<file path="src/rtl/raifes_per_console_pkg.sv">
// Shared constants for the peripheral console: HASTI widths/encodings, register
// offsets, STATUS bit layout and the data-phase state encoding.
package raifes_per_console_pkg;

    localparam int HASTI_ADDR_WIDTH  = 32;
    localparam int HASTI_BUS_WIDTH   = 32;
    localparam int HASTI_SIZE_WIDTH  = 3;
    localparam int HASTI_TRANS_WIDTH = 2;
    localparam int HASTI_RESP_WIDTH  = 1;

    localparam logic [1:0] HTRANS_IDLE   = 2'b00;
    localparam logic [1:0] HTRANS_BUSY   = 2'b01;
    localparam logic [1:0] HTRANS_NONSEQ = 2'b10;
    localparam logic [1:0] HTRANS_SEQ    = 2'b11;

    localparam logic [0:0] HRESP_OKAY  = 1'b0;
    localparam logic [0:0] HRESP_ERROR = 1'b1;

    // Register index = haddr[3:2]
    localparam logic [1:0] REG_TXDATA  = 2'd0;
    localparam logic [1:0] REG_STATUS  = 2'd1;
    localparam logic [1:0] REG_CTRL    = 2'd2;
    localparam logic [1:0] REG_SCRATCH = 2'd3;

    localparam int STATUS_FULL_BIT  = 0;
    localparam int STATUS_EMPTY_BIT = 1;
    localparam int STATUS_LEVEL_LSB = 8;

    typedef enum logic [2:0] {
        ST_IDLE      = 3'd0,
        ST_XFER      = 3'd1,
        ST_WAIT_FULL = 3'd2,
        ST_ERR1      = 3'd3,
        ST_ERR2      = 3'd4
    } dp_state_e;

    function automatic logic [31:0] pack_status(input logic full, input logic empty,
                                                input logic [15:0] level);
        logic [31:0] w;
        w = 32'd0;
        w[STATUS_FULL_BIT]  = full;
        w[STATUS_EMPTY_BIT] = empty;
        w[STATUS_LEVEL_LSB +: 16] = level;
        return w;
    endfunction

endpackage

</file>
<file path="src/rtl/raifes_sync_fifo.sv">
// Synchronous FIFO with level count; a push while full succeeds only together
// with a pop in the same cycle. Head reads as zero when empty.
module raifes_sync_fifo #(
    parameter int WIDTH = 8,
    parameter int DEPTH = 8,
    parameter int AW    = 3
) (
    input  logic             clk,
    input  logic             reset,
    input  logic             push_i,
    input  logic [WIDTH-1:0] din_i,
    input  logic             pop_i,
    output logic [WIDTH-1:0] dout_o,
    output logic             full_o,
    output logic             empty_o,
    output logic [AW:0]      level_o
);

    logic [WIDTH-1:0] mem_q [DEPTH];
    logic [AW-1:0]    wr_ptr_q;
    logic [AW-1:0]    rd_ptr_q;
    logic [AW:0]      level_q;
    logic             do_push_s;
    logic             do_pop_s;

    assign full_o    = (level_q == (AW+1)'(DEPTH));
    assign empty_o   = (level_q == (AW+1)'(0));
    assign level_o   = level_q;
    assign do_pop_s  = pop_i & ~empty_o;
    assign do_push_s = push_i & (~full_o | do_pop_s);
    assign dout_o    = empty_o ? WIDTH'(0) : mem_q[rd_ptr_q];

    // Storage array carries no reset; validity is tracked by the level counter
    always_ff @(posedge clk) begin
        if (do_push_s) begin
            mem_q[wr_ptr_q] <= din_i;
        end
    end

    // Pointer and occupancy update
    always_ff @(posedge clk) begin
        if (reset) begin
            wr_ptr_q <= AW'(0);
            rd_ptr_q <= AW'(0);
            level_q  <= (AW+1)'(0);
        end else begin
            if (do_push_s) wr_ptr_q <= wr_ptr_q + AW'(1);
            if (do_pop_s)  rd_ptr_q <= rd_ptr_q + AW'(1);
            case ({do_push_s, do_pop_s})
                2'b10:   level_q <= level_q + (AW+1)'(1);
                2'b01:   level_q <= level_q - (AW+1)'(1);
                default: level_q <= level_q;
            endcase
        end
    end

endmodule

</file>
<file path="src/rtl/raifes_per_console.sv">
// HASTI peripheral-bus console: TXDATA/STATUS/CTRL/SCRATCH registers and a TX byte FIFO.
// Define RAIFES_PER_CONSOLE_ERR_EN to return two-cycle ERROR for offsets >= 0x10.
module raifes_per_console
    import raifes_per_console_pkg::*;
#(
    parameter int FIFO_DEPTH = 8,
    parameter int FIFO_AW    = 3
) (
    input  logic                         clk,
    input  logic                         reset,
    input  logic                         hsel,
    input  logic [HASTI_ADDR_WIDTH-1:0]  haddr,
    input  logic                         hwrite,
    input  logic [HASTI_SIZE_WIDTH-1:0]  hsize,
    input  logic [HASTI_TRANS_WIDTH-1:0] htrans,
    input  logic [HASTI_BUS_WIDTH-1:0]   hwdata,
    output logic [HASTI_BUS_WIDTH-1:0]   hrdata,
    output logic                         hready,
    output logic [HASTI_RESP_WIDTH-1:0]  hresp,
    output logic                         tx_valid,
    output logic [7:0]                   tx_data,
    input  logic                         tx_ready
);

    dp_state_e     state_q, state_d;
    logic [1:0]    dp_addr_q, dp_addr_d;
    logic          dp_write_q, dp_write_d;
    logic          drain_en_q, drain_en_d;
    logic [31:0]   scratch_q, scratch_d;

    logic          fifo_full_s, fifo_empty_s, fifo_push_s, fifo_pop_s;
    logic [FIFO_AW:0] fifo_level_s;
    logic          tx_write_s, stall_s, addr_phase_s, addr_err_s, reg_wr_s;
    logic          unused_s;

    assign unused_s = ^{hsize, htrans[0], haddr[31:12], haddr[11:4], haddr[1:0]};

    assign tx_valid     = drain_en_q & ~fifo_empty_s;
    assign fifo_pop_s   = tx_valid & tx_ready;
    assign tx_write_s   = ((state_q == ST_XFER) || (state_q == ST_WAIT_FULL))
                          && dp_write_q && (dp_addr_q == REG_TXDATA);
    // A full FIFO stalls the TXDATA write unless a byte leaves in the same cycle
    assign stall_s      = tx_write_s & fifo_full_s & ~fifo_pop_s;
    assign fifo_push_s  = tx_write_s & ~stall_s;
    assign reg_wr_s     = (state_q == ST_XFER) && dp_write_q;
    assign addr_phase_s = hsel & htrans[1] & hready;

`ifdef RAIFES_PER_CONSOLE_ERR_EN
    assign addr_err_s = (haddr[11:4] != 8'h00);
`else
    assign addr_err_s = 1'b0;
`endif

    raifes_sync_fifo #(
        .WIDTH (8),
        .DEPTH (FIFO_DEPTH),
        .AW    (FIFO_AW)
    ) u_fifo (
        .clk     (clk),
        .reset   (reset),
        .push_i  (fifo_push_s),
        .din_i   (hwdata[7:0]),
        .pop_i   (fifo_pop_s),
        .dout_o  (tx_data),
        .full_o  (fifo_full_s),
        .empty_o (fifo_empty_s),
        .level_o (fifo_level_s)
    );

    // Data-phase handshake outputs
    always_comb begin
        case (state_q)
            ST_XFER, ST_WAIT_FULL: begin
                hready = ~stall_s;
                hresp  = HRESP_OKAY;
            end
            ST_ERR1: begin
                hready = 1'b0;
                hresp  = HRESP_ERROR;
            end
            ST_ERR2: begin
                hready = 1'b1;
                hresp  = HRESP_ERROR;
            end
            default: begin
                hready = 1'b1;
                hresp  = HRESP_OKAY;
            end
        endcase
    end

    // Read data mux, driven only during a read data phase
    always_comb begin
        hrdata = 32'd0;
        if ((state_q == ST_XFER) && !dp_write_q) begin
            case (dp_addr_q)
                REG_STATUS:  hrdata = pack_status(fifo_full_s, fifo_empty_s, 16'(fifo_level_s));
                REG_CTRL:    hrdata = {31'd0, drain_en_q};
                REG_SCRATCH: hrdata = scratch_q;
                default:     hrdata = 32'd0;
            endcase
        end else begin
            hrdata = 32'd0;
        end
    end

    // Next-state and register-write logic
    always_comb begin
        state_d    = state_q;
        dp_addr_d  = dp_addr_q;
        dp_write_d = dp_write_q;
        drain_en_d = drain_en_q;
        scratch_d  = scratch_q;
        case (state_q)
            ST_ERR1: state_d = ST_ERR2;
            default: begin
                if (!hready) begin
                    state_d = ST_WAIT_FULL;
                end else if (addr_phase_s) begin
                    state_d    = addr_err_s ? ST_ERR1 : ST_XFER;
                    dp_addr_d  = haddr[3:2];
                    dp_write_d = hwrite;
                end else begin
                    state_d = ST_IDLE;
                end
            end
        endcase
        if (reg_wr_s && (dp_addr_q == REG_CTRL)) begin
            drain_en_d = hwdata[0];
        end else begin
            drain_en_d = drain_en_q;
        end
        if (reg_wr_s && (dp_addr_q == REG_SCRATCH)) begin
            scratch_d = hwdata;
        end else begin
            scratch_d = scratch_q;
        end
    end

    // State and register storage
    always_ff @(posedge clk) begin
        if (reset) begin
            state_q    <= ST_IDLE;
            dp_addr_q  <= 2'd0;
            dp_write_q <= 1'b0;
            drain_en_q <= 1'b0;
            scratch_q  <= 32'd0;
        end else begin
            state_q    <= state_d;
            dp_addr_q  <= dp_addr_d;
            dp_write_q <= dp_write_d;
            drain_en_q <= drain_en_d;
            scratch_q  <= scratch_d;
        end
    end

endmodule
</file>
<file path="config.mk">
export PLATFORM = sky130hd
export DESIGN_NAME = raifes_per_console
export DESIGN_NICKNAME = d
export VERILOG_FILES = /design/src/rtl/raifes_per_console_pkg.sv /design/src/rtl/raifes_sync_fifo.sv /design/src/rtl/raifes_per_console.sv
export SDC_FILE = /design/constraint.sdc
export NUM_CORES = 1
export LEC_CHECK = 0
export ABC_CLOCK_PERIOD_IN_PS = 2600
export BUFFER_PORTS_ARGS = -buffer_cell sky130_fd_sc_hd__buf_4
export CORE_MARGIN = 2
export CORE_UTILIZATION = 45
export CTS_CLUSTER_DIAMETER = 150
export DETAILED_ROUTE_END_ITERATION = 8
export PLACE_DENSITY = 0.81
export RECOVER_POWER = 25
export SYNTH_ARGS = -nofsm -noshare
export SYNTH_HDL_FRONTEND = slang
export SYNTH_SLANG_ARGS = --single-unit
</file>
<file path="constraint.sdc">
create_clock -name clk -period 2.6 [get_ports clk]
set_clock_uncertainty 0.05 [all_clocks]
set_input_delay 0.26 -clock clk [delete_from_list [all_inputs] [get_ports clk]]
set_output_delay 0.26 -clock clk [all_outputs]
set_load 0.01 [all_outputs]
</file>
==> impl_metrics.ini <==
[sta]
holdWs_ns = 0.111
finalSetupTns_ns = 0
worst_pin_slew_ns = 0.621
fin_crit_ns = 2.51
maxSlewHeadroom_pct = 58.6
finalHoldViolCount = 0
setup_viol = 0
finalCritPeriodShare_pct = 96.6
slew_viol_final = 0
timing.fmax_mhz = 398

[routing]
drc = 0
wl_met3_um = 684
wl_met1_mm = 4.36
drt_iter0_markers = 219
top_layer_used = met4
drt.antenna.violating_nets = 0
wl_met2_mm = 6.12
vias_per_cell = 5.12
drt_first_pass_iters = 5
drt-total-wl_mm = 11.3
num_vias = 3516
wl_per_cell_um = 16.5

[power]
cellLeakagePower_nw = 2.41
pwr_density_cell_nw_per_um2 = 634
clkPwrFrac_pct = 50.1
ir_worst_vdd_mv = 0.537
combPwrFrac_pct = 3.5
sequentialPowerShare_pct = 46.4
p_sw_share_pct = 21.3
p_int_mw = 3.29
switching_power_uw = 890

[clock_network]
cts_root_buf = clkbuf_8
clkTransAtPathRegs_ns = 0.06
insertion_delay_ns = 0.50
cts_max_path_buffers = 2
cts_tree = yes
cts.sinks = 116
h-tree-depth = 4
cts_inserted_buffers = 17

[logic_synthesis]
synth_compound_area_share_pct = 5.41
synth_xor_area_share_pct = 1.43
synth_top_area_cell = edfxtp_1
synth_fa_ha_area_share_pct = 1.28
synth_mux_area_share_pct = 11.5
synth_nets = 482
synth_cell_types = 46
ys_seq_area_share_pct = 60.4
syn_area_um2 = 4900
synth_top_area_share_pct = 39.2
yosys_warnings = 0
synth_top_family_by_area = simple AND/OR/NAND/NOR gates
synth-simple-area-share_pct = 17.1
ys_ff_latch = 116
syn_inst = 403
synth.avg_cell_area_um2 = 12.2
ys_top_cells_by_area = edfxtp_1 39%, dfxtp_1 21%, mux4_2 7.3%

[place]
placed_cells = 619
io_buffer_count = 82
dp_hpwl_mm = 6.75
place.gp.congestion = 0.756
postPlaceCellArea_um2 = 5720

[global_route]
grt_max_degree = 56
grt_pass1_vias = 3741
track_usage_pct = 21.0
antenna_found_initial = 0
overflow = 0
grt_pass1_wl_mm = 18.6

[final_layout]
layout_common_cells = 96 x buf_4, 73 x nand2_1, 64 x edfxtp_1, 52 x dfxtp_1, 36 x a21oi_1
diodes = 0
fin_nets = 613
fin_area_um2 = 6600
finalNonFillerCells = 687
layout-drive-gt1-share_pct = 28.9
utilization_pct = 61.4
area_delta_synth_final_pct = 34.6
layout_commonest_cell = buf_4

[floorplanning]
die_y_um = 108
die_w_um = 108
io_pins = 117
core_um2 = 10700
start_util_pct = 45.6
fp-row-count = 38
fp.dieArea_um2 = 11800

[job]
drv_cap = 0

[worst_setup_path]
cp.arrival_ns = 2.89
cp_max_fo = 2
worstPathRequired_ns = 2.98
worstSetupPathType = register to register
end_kind = register
start_kind = register

[run_status]
run_status = finished, final reports clean

[worst_hold_path]
hp-class = input port to register
cell type report:
cell class	count	area [µm²]
clock buffers	18	418
clock inverters	14	128
fillers	852	4150
inverters	2	7.51
multi-input cells	259	1810
flip-flops and latches	116	2960
well taps	140	175
repair buffers	138	1100
critical path, stage by stage (launching register included):
cell and delay [ns]:
dfxtp_1 0.31, or4b_4 0.56, a211oi_4 0.27, inv_2 0.06, ha_2 0.18, xor2_1 0.14, ha_1 0.21, a21oi_2 0.12
xor2_1 0.09, or3_1 0.31, a21oi_1 0.15
metrics by stage:
| step | total power, mW | worst slack (ns) |
|---|---|---|
| global route | 4.32 | -0.0287 |
| finish | 4.18 | 0.0890 |
| detailed placement | 2.09 | 0.0612 |
| CTS | 4.21 | 0.0602 |
| floorplan | 2.02 | -0.0668 |
| global placement | 2.08 | 0.170 |
Yosys cell counts (all sizes together):
cell type / n
nor3b: 5
nand3b: 1
or2: 1
a41oi: 1
nand3: 2
nor3: 4
and3b: 1
mux2i: 19
mux2: 1
nor2b: 3
nand2b: 6
inv: 2
a31o: 1
xor2: 4
a211oi: 1
and2: 26
clkbuf: 14
or2b: 1
nor4b: 5
buf: 11
a31oi: 2
xnor2: 4
or4b: 1
dfxtp: 52
edfxtp: 64
ha: 5
dlygate4sd2: 1
or3: 1
nand4: 1
a21oi: 37
a21o: 2
nor2: 28
nand4b: 1
and4: 1
mux4: 16
nand2: 73
nor4: 2
o21ai: 3
per-layer routing:
metal,track usage [%],vias up
met1,24.2,1691
met5,0,-
met4,9.98,0
li1,-,1690
met2,36.9,117
met3,4.88,18
final timing paths:
check | from | endpoint | slack, ns | depth (start not counted)
worst max-delay path | dp_addr_q[1] | u_fifo.level_o[2] | 0.09 | 10
worst min-delay path | htrans[1] | state_q[0] | 0.11 | 3
worst max register to register | dp_addr_q[1] | u_fifo.level_o[2] | 0.09 | 10
worst min register to register | scratch_q[12] | scratch_q[12] | 0.40 | 2
kinds of logic after synthesis:
family	count (synthesis)
buffers and inverters	28
adder cells (fa/ha/maj)	5
XOR/XNOR	8
AO/OA/AOI/OAI	47
flip-flops	116
multiplexers	36
AND/OR/NAND/NOR	163
power by group through the flow:
stage / Sequential (mW) / Combinational, mW / Clock (mW)
2_1_floorplan: 1.98 / 0.0376 / 0
3_3_place_gp: 1.98 / 0.104 / 0
3_5_place_dp: 1.98 / 0.107 / 0
4_1_cts: 1.94 / 0.150 / 2.12
5_1_grt: 1.94 / 0.161 / 2.22
6_report: 1.94 / 0.148 / 2.09
sequential cells by signal (all words and copies together), names as in the netlist, named ones only:
signal / count
dp_addr_q: 2
dp_write_q: 1
drain_en_q: 1
scratch_q: 32
state_q: 3
u_fifo.level_o: 4
u_fifo.mem_q: 64
u_fifo.rd_ptr_q: 3
u_fifo.wr_ptr_q: 3
what timing repair did:
| item | in CTS | in global routing |
|---|---|---|
| hold buffers | 35 | 0 |
| resized for setup | 0 | 2 |
| hold endpoints to repair | 95 | 0 |
| buffers inserted | 0 | 1 |
| setup endpoints to repair | 0 | 1 |
(Power assumes the default switching activity.)
